$ cat src/rtl/prog_loader_pkg.sv
// Shared types and defaults for the framed program-image loader.
package prog_loader_pkg;

    localparam int                DEF_ADDR_W = 4;
    localparam int                DEF_DATA_W = 8;
    localparam int                MEM_DEPTH  = 1 << DEF_ADDR_W;
    localparam logic [7:0]        DEF_SYNC   = 8'hA5;

    typedef enum logic [2:0] {
        ST_IDLE,
        ST_LEN,
        ST_DATA,
        ST_CSUM,
        ST_DONE,
        ST_ERR
    } state_e;

endpackage

$ cat src/rtl/prog_loader.sv
// Framed byte-stream loader: SYNC, LEN, data, XOR csum -> memory writes, cpu_run on good image.
// Write latency 1 cycle after acceptance; in_ready is held high outside reset, so the stream never stalls.
module prog_loader
    import prog_loader_pkg::*;
#(
    parameter int                  ADDR_W = DEF_ADDR_W,
    parameter int                  DATA_W = DEF_DATA_W,
    parameter logic [DATA_W-1:0]   SYNC   = DATA_W'(DEF_SYNC)
) (
    input  logic                clk_i,
    input  logic                rst_n_i,
    input  logic                in_valid_i,
    output logic                in_ready_o,
    input  logic [DATA_W-1:0]   in_data_i,
    input  logic                abort_i,
    output logic                mem_we_o,
    output logic [ADDR_W-1:0]   mem_addr_o,
    output logic [DATA_W-1:0]   mem_wdata_o,
    output logic                cpu_run_o,
    output logic                load_err_o,
    output logic                load_busy_o,
    output logic [ADDR_W:0]     bytes_loaded_o
);

    localparam int DEPTH = 1 << ADDR_W;

    state_e              state_q, state_d;
    logic [ADDR_W:0]     len_q, len_d;
    logic [ADDR_W:0]     cnt_q, cnt_d;
    logic [DATA_W-1:0]   csum_q, csum_d;
    logic                we_q, we_d;
    logic [ADDR_W-1:0]   addr_q, addr_d;
    logic [DATA_W-1:0]   wdata_q, wdata_d;
    logic                err_q, err_d;
    logic                rdy_q;

    logic                accept;
    logic                is_sync;
    logic                len_valid;
    logic [ADDR_W:0]     cnt_inc;

    assign accept    = in_valid_i && rdy_q;
    assign is_sync   = (in_data_i == SYNC);
    assign len_valid = (in_data_i != '0) && (int'(in_data_i) <= DEPTH);
    assign cnt_inc   = cnt_q + 1'b1;

    always_comb begin
        state_d = state_q;
        len_d   = len_q;
        cnt_d   = cnt_q;
        csum_d  = csum_q;
        we_d    = 1'b0;
        addr_d  = addr_q;
        wdata_d = wdata_q;
        err_d   = err_q;

        // abort wins over a byte arriving on the same edge; that byte is lost
        if (abort_i) begin
            state_d = ST_IDLE;
        end else if (accept) begin
            case (state_q)
                ST_IDLE: begin
                    if (is_sync) state_d = ST_LEN;
                end
                ST_LEN: begin
                    if (len_valid) begin
                        len_d   = in_data_i[ADDR_W:0];
                        cnt_d   = '0;
                        csum_d  = '0;
                        state_d = ST_DATA;
                    end else begin
                        err_d   = 1'b1;
                        state_d = ST_ERR;
                    end
                end
                ST_DATA: begin
                    we_d    = 1'b1;
                    addr_d  = cnt_q[ADDR_W-1:0];
                    wdata_d = in_data_i;
                    cnt_d   = cnt_inc;
                    csum_d  = csum_q ^ in_data_i;
                    if (cnt_inc == len_q) state_d = ST_CSUM;
                end
                ST_CSUM: begin
                    if (in_data_i == csum_q) begin
                        state_d = ST_DONE;
                    end else begin
                        err_d   = 1'b1;
                        state_d = ST_ERR;
                    end
                end
                ST_DONE: begin
                    if (is_sync) state_d = ST_LEN;
                end
                ST_ERR: begin
                    if (is_sync) begin
                        err_d   = 1'b0;
                        state_d = ST_LEN;
                    end
                end
                default: state_d = ST_IDLE;
            endcase
        end
    end

    always_ff @(posedge clk_i or negedge rst_n_i) begin
        if (!rst_n_i) begin
            state_q <= ST_IDLE;
            len_q   <= '0;
            cnt_q   <= '0;
            csum_q  <= '0;
            we_q    <= 1'b0;
            addr_q  <= '0;
            wdata_q <= '0;
            err_q   <= 1'b0;
            rdy_q   <= 1'b0;
        end else begin
            state_q <= state_d;
            len_q   <= len_d;
            cnt_q   <= cnt_d;
            csum_q  <= csum_d;
            we_q    <= we_d;
            addr_q  <= addr_d;
            wdata_q <= wdata_d;
            err_q   <= err_d;
            rdy_q   <= 1'b1;
        end
    end

    assign in_ready_o     = rdy_q;
    assign mem_we_o       = we_q;
    assign mem_addr_o     = addr_q;
    assign mem_wdata_o    = wdata_q;
    assign cpu_run_o      = (state_q == ST_DONE);
    assign load_err_o     = err_q;
    assign load_busy_o    = (state_q == ST_LEN) || (state_q == ST_DATA) || (state_q == ST_CSUM);
    assign bytes_loaded_o = cnt_q;

endmodule

$ cat config.mk
export PLATFORM = sky130hd
export DESIGN_NAME = prog_loader
export DESIGN_NICKNAME = d
export VERILOG_FILES = /design/src/rtl/prog_loader_pkg.sv /design/src/rtl/prog_loader.sv
export SDC_FILE = /design/constraint.sdc
export NUM_CORES = 1
export LEC_CHECK = 0
export CORE_MARGIN = 10
export CORE_UTILIZATION = 30
export DETAILED_ROUTE_END_ITERATION = 10
export DONT_BUFFER_PORTS = 1
export PLACE_DENSITY_LB_ADDON = 0.05
export SLEW_MARGIN = 10
export SYNTH_ARGS = -nofsm -noshare
export SYNTH_HDL_FRONTEND = slang
export SYNTH_SLANG_ARGS = --single-unit
$ cat constraint.sdc
create_clock -name clk_i -period 2.65 [get_ports clk_i]
set_input_delay 0.265 -clock clk_i [delete_from_list [all_inputs] [get_ports clk_i]]
set_output_delay 0.265 -clock clk_i [all_outputs]
set_load 0.02 [all_outputs]
==> Word level (Yosys, flattened, before mapping) <==
Index checks and enable logic that the tools add are counted.
{ "totals": {"input_bits": 12, "wordCells": 60, "out_inout_bits": 22, "regBits": 36} }
{ "classes": {"n_eq_ne": 14, "n_lt_le_gt_ge": 1, "bitwise_logic": 2, "muxes": 18, "n_reduce_logical": 15, "n_addsub": 1} }
{ "op_table": {"columns": ["cell", "n"], "rows": [
  ["one-hot mux 8 bit (2 select lines)", 1],
  ["two-way mux 3 bit", 5],
  ["one-hot mux 3 bit (4 select lines)", 1],
  ["one-hot mux 5 bit (2 select lines)", 1],
  ["equality test 8 bit", 1],
  ["equality test 8 bit (second input constant)", 1],
  ["<= comparator 8 x 5 -> 1 bit (second input constant)", 1],
  ["two-way mux 8 bit", 1],
  ["inequality test 2 bit (second input constant)", 4],
  ["AND reduction 4 bit", 2],
  ["nonzero test 8 bit", 1],
  ["bitwise XOR 8 bit", 1],
  ["two-way mux 1 bit", 7],
  ["equality test 3 x 2 -> 1 bit (second input constant)", 2],
  ["equality test 3 bit (second input constant)", 2],
  ["AND reduction 3 bit", 2],
  ["AND reduction 6 bit", 1],
  ["adder 5 x 1 -> 5 bit (second input constant)", 1],
  ["equality test 5 bit", 1],
  ["two-way mux 5 bit", 1],
  ["nonzero test 2 bit", 2],
  ["equality test 3 x 1 -> 1 bit (second input constant)", 1],
  ["zero test 3 bit", 1],
  ["inequality test 3 x 1 -> 1 bit (second input constant)", 1],
  ["7 further kinds", 9]
]} }

==> Logic depth before layout (Yosys ltp) <==
{ "logic_depth": {"depth_word": 6, "ltp_mapped": 8} }

==> Least setup slack after synthesis <==
No wires, ideal clock.
{ "synth_path": {"path_type": "input-to-reg", "start": "in in_data_i[1]", "end": "reg len_q[0]", "path_buffers": 1, "arrival_ps": 1955, "setup_time_ps": 125, "cell_stages": 6, "required_time_ps": 2525, "setup_slack_ps": 570, "path_cell_list": "or4b_1 -> nor2_2 -> o311ai_2 -> or4_4 -> buf_6 -> mux2_4"} }
{ "synth_between": {"elab_chain_cells": 3, "word_cells_on_any_way": 4, "cone_classes": "order compare (1); reduce/logical (3)"} }
{ "synth_rtl": {"columns": ["element", "line_no", "rtl"], "rows": [
  ["start, declared", "prog_loader.sv:14", "input logic [DATA_W-1:0] in_data_i,"],
  ["<= comparator 8 x 5 -> 1 bit / nonzero test 8 bit (equally long branches)", "prog_loader.sv:44", "assign len_valid = (in_data_i != '0) && (int'(in_data_i) <= DEPTH);"],
  ["logical AND 1 bit *", "prog_loader.sv:44", null],
  ["AND reduction 4 bit (no line) *", null, null],
  ["end signal, assigned", "prog_loader.sv:119", "len_q <= len_d;"],
  ["end, declared", "prog_loader.sv:28", "logic [ADDR_W:0] len_q, len_d;"]
]} }
Mark *: on every way between the ends. The rest lies on a longest branch, timed or not.
A chain may end at the register's enable or synchronous reset.

==> Worst setup path after layout <==
{ "layout_path": {"start": "reg state_q[1]", "end": "reg csum_q[2]"} }
{ "layout_between": {"elab_chain_cells": 3, "word_cells_on_any_way": 6, "cone_classes": "eq/ne (3); mux (1); reduce/logical (2)"} }
{ "layout_rtl": {"columns": ["element", "line_no", "rtl"], "rows": [
  ["start, declared", "prog_loader.sv:27", "state_e state_q, state_d;"],
  ["start signal, assigned", "prog_loader.sv:118", "state_q <= state_d;"],
  ["equality test 3 x 1 -> 1 bit / equality test 3 x 2 -> 1 bit (equally long branches)", "prog_loader.sv:61", "case (state_q)"],
  ["inequality test 2 bit (no line) / nonzero test 2 bit (equally long branches)", null, null],
  ["AND reduction 4 bit (no line)", null, null],
  ["end signal, assigned", "prog_loader.sv:121", "csum_q <= csum_d;"],
  ["end, declared", "prog_loader.sv:30", "logic [DATA_W-1:0] csum_q, csum_d;"]
]} }
Parallel ways exist; a longest one is shown, timed or not.

==> metrics <==
cell area after synthesis roughly 1900 sq um; Critical Path RT 2.83 ns; Yosys cell types 42; setup bufs post-CTS 0; run status complete, no violations; CTS tree built; hold crit path type in2reg; die area between 9000 and 10000 sq um; vias 1350; per-cell routed wire length approximately 18 um; number of buffers and inverters on the critical path 0; Lkg Pwr 0.993 nW; most common cell after layout, fill and taps aside nand2_1; Setup CP Type reg2reg; # clock sinks 36; Site Rows 28; Initial Util 0.313; H-tree levels 2; Max Freq roughly 0.46 GHz; DRC errors left 0; leading cell types in the layout, fill and taps excluded 40 x nand2_1, 36 x dfrtp_1, 18 x nor3b_1, 10 x xor2_1, 9 x a211o_1; die height just under 100 um; Post-Syn Area per Cell ~10 sq um; slowest stage delay, CP approximately 0.66 ns; post-cts resize count 0; Crit path max-delay family compound AO/OA/AOI/OAI gates; Seq/Total Area, Yosys 0.481; worst relative slew slack 0.585; CP endpoint kind flip-flop; vias in the first global route roughly 1.4k; share of cells above drive strength 1 0.114; # setup viols final 0; non-filler cells, final 260; Synth Register Bits 36; Data arrival, critical path ~2.4 ns; RSZ-0062 raised after global routing no; critical path peak fanout 13; clk buf depth 2; clk slew on worst S/H paths roughly 0.080 ns; asr flop ratio synth 1.00; Worst VDD drop between 0.2 and 0.25 mV; number of flops mapped to enable cells by yosys 0; root buffer cell clkbuf_8; Final #Nets a little under 200; Final Cycle Share 0.820; yosys warns 0; Die W approximately 99 um; total length of routed wires roughly 4700 um; GR Overflow Total 0; worst slew pin tran about 0.62 ns; met3 Usage GRT 0.0426; Worst setup SP type flip-flop; post-layout util 0.341; post-synth net total 197; largest net degree at the start of global routing 37; placed cells 250; Core Box Area 5990 sq um; worst-path cell chain nor4_1 -> nand3_1 -> a2111o_1 -> a211o_1; skew final 0.00707 ns; Post-Synthesis Cells ~180; P per Cell Area about 480 nW/um^2; fin. max-slew vios 0; GR Util met1 0.118; Fin Setup TNS 0 ns; Layout area overhead 9.22%; gp weighted congestion roughly 0.7; final antenna-violating net count 0; # port buffers 0; Final min period between 2 and 2.5 ns; clock latency on the worst-skew pair slightly below 0.3 ns; count of final hold-check violations 0; total track usage 0.0978; ant diodes 0; vias per inst a little over 5; first-pass GRT wire length ~7700 um; detailed placement HPWL about 3300 um; I/O pin total 34; Pre-antenna DRT Iters 4; busiest grt layer met2; Hold Buf Count CTS 2; max-cap violation count 0; most used flip-flop cell after synthesis dfrtp_1; CTS buffer count 5; slowest library cell on the worst path a2111o_1; initial antenna violation count 0; DR iter-0 viols 34; met2 Usage GRT 0.149
[routing by layer]
metal / part of all wire / wire [um]
met5: 0 / 0
met4: 0.021 / 100
met3: 0.077 / 362
met2: 0.47 / 2200
met1: 0.43 / 2020
[path summary, 6_finish.rpt]
check | startpoint | endpoint | slack, ns | cells past startpoint
setup / recovery | state_q[1] | csum_q[2] | 0.48 | 4
hold / removal | abort_i | state_q[2] | 0.03 | 1
setup reg to reg | state_q[1] | csum_q[2] | 0.48 | 4
hold reg to reg | len_q[3] | len_q[3] | 0.54 | 1
max in group asynchronous | rst_n_i | mem_wdata_o[5] | 2.04 | 2
min in group asynchronous | rst_n_i | state_q[2] | 0.42 | 2
[cell families (layout without fill, tap and decap cells)]
| logic type | after synthesis | after routing | synth area share |
|---|---|---|---|
| simple gates | 83 | 83 | 0.236 |
| flops | 36 | 36 | 0.481 |
| compound gates | 25 | 25 | 0.106 |
| xor+xnor | 18 | 18 | 0.0842 |
| buf+inv | 13 | 14 | 0.0327 |
| mux | 7 | 7 | 0.0514 |
| fa+ha+maj | 1 | 1 | 0.00668 |
| other cells | 1 | 1 | 0.00200 |
[synthesized netlist by cell type, types with 3 or more instances]
master | instances | area, sq um
a21oi_1 | 3 | 15.0
a211o_1 | 9 | 78.8
nor4_1 | 3 | 18.8
dfrtp_1 | 36 | 901
xor2_1 | 10 | 87.6
o21ai_0 | 3 | 15.0
clkbuf_1 | 7 | 26.3
nand2_1 | 40 | 150
nor2_1 | 4 | 15.0
nor3b_1 | 18 | 135
nand3_1 | 4 | 20.0
mux2_4 | 5 | 75.1
xnor2_1 | 8 | 70.1
[worst reg2reg max path, cell delays in order (launching register included)]
cell and delay, ns:
dfrtp_1 0.39, nor4_1 0.49, nand3_1 0.14, a2111o_1 0.66, a211o_1 0.37
[state kept, by name, indices dropped and copies added, names as in the netlist]
signal	flops
load_err_o	1
len_q	5
csum_q	8
bytes_loaded_o	5
in_ready_o	1
mem_addr_o	4
mem_wdata_o	8
state_q	3
mem_we_o	1
[final cells by class]
cell class                      instances  area (sq um)
Multi-Input combinational cell        135           911
Timing Repair Buffer                    4          45.0
Inverter                                2          7.51
Sequential cell                        36           901
Clock buffer                            5          68.8
Clock inverter                          3          18.8
Fill cell                             617          3950
Tap cell                               75          93.8
[metrics by stage]
step	total power, mW	area, sq um	worst slack (ns)	hold WS (ns)
global placement	0.579	1930	0.508	-0.0292
floorplan	0.578	1870	0.570	-0.0306
finish	0.976	2050	0.478	0.0283
CTS	0.996	2050	0.462	0.0144
global route	1.03	2050	0.302	0.0200
detailed placement	0.579	1930	0.474	-0.0291
[where the power goes]
| part | internal [mW] | total, mW | switching, mW |
|---|---|---|---|
| combinational | 0.0130 | 0.0317 | 0.0186 |
| clock | 0.183 | 0.392 | 0.209 |
| sequential | 0.550 | 0.552 | 0.00219 |
| total | 0.746 | 0.976 | 0.230 |
No activity file was read; power rests on OpenSTA's default activity.
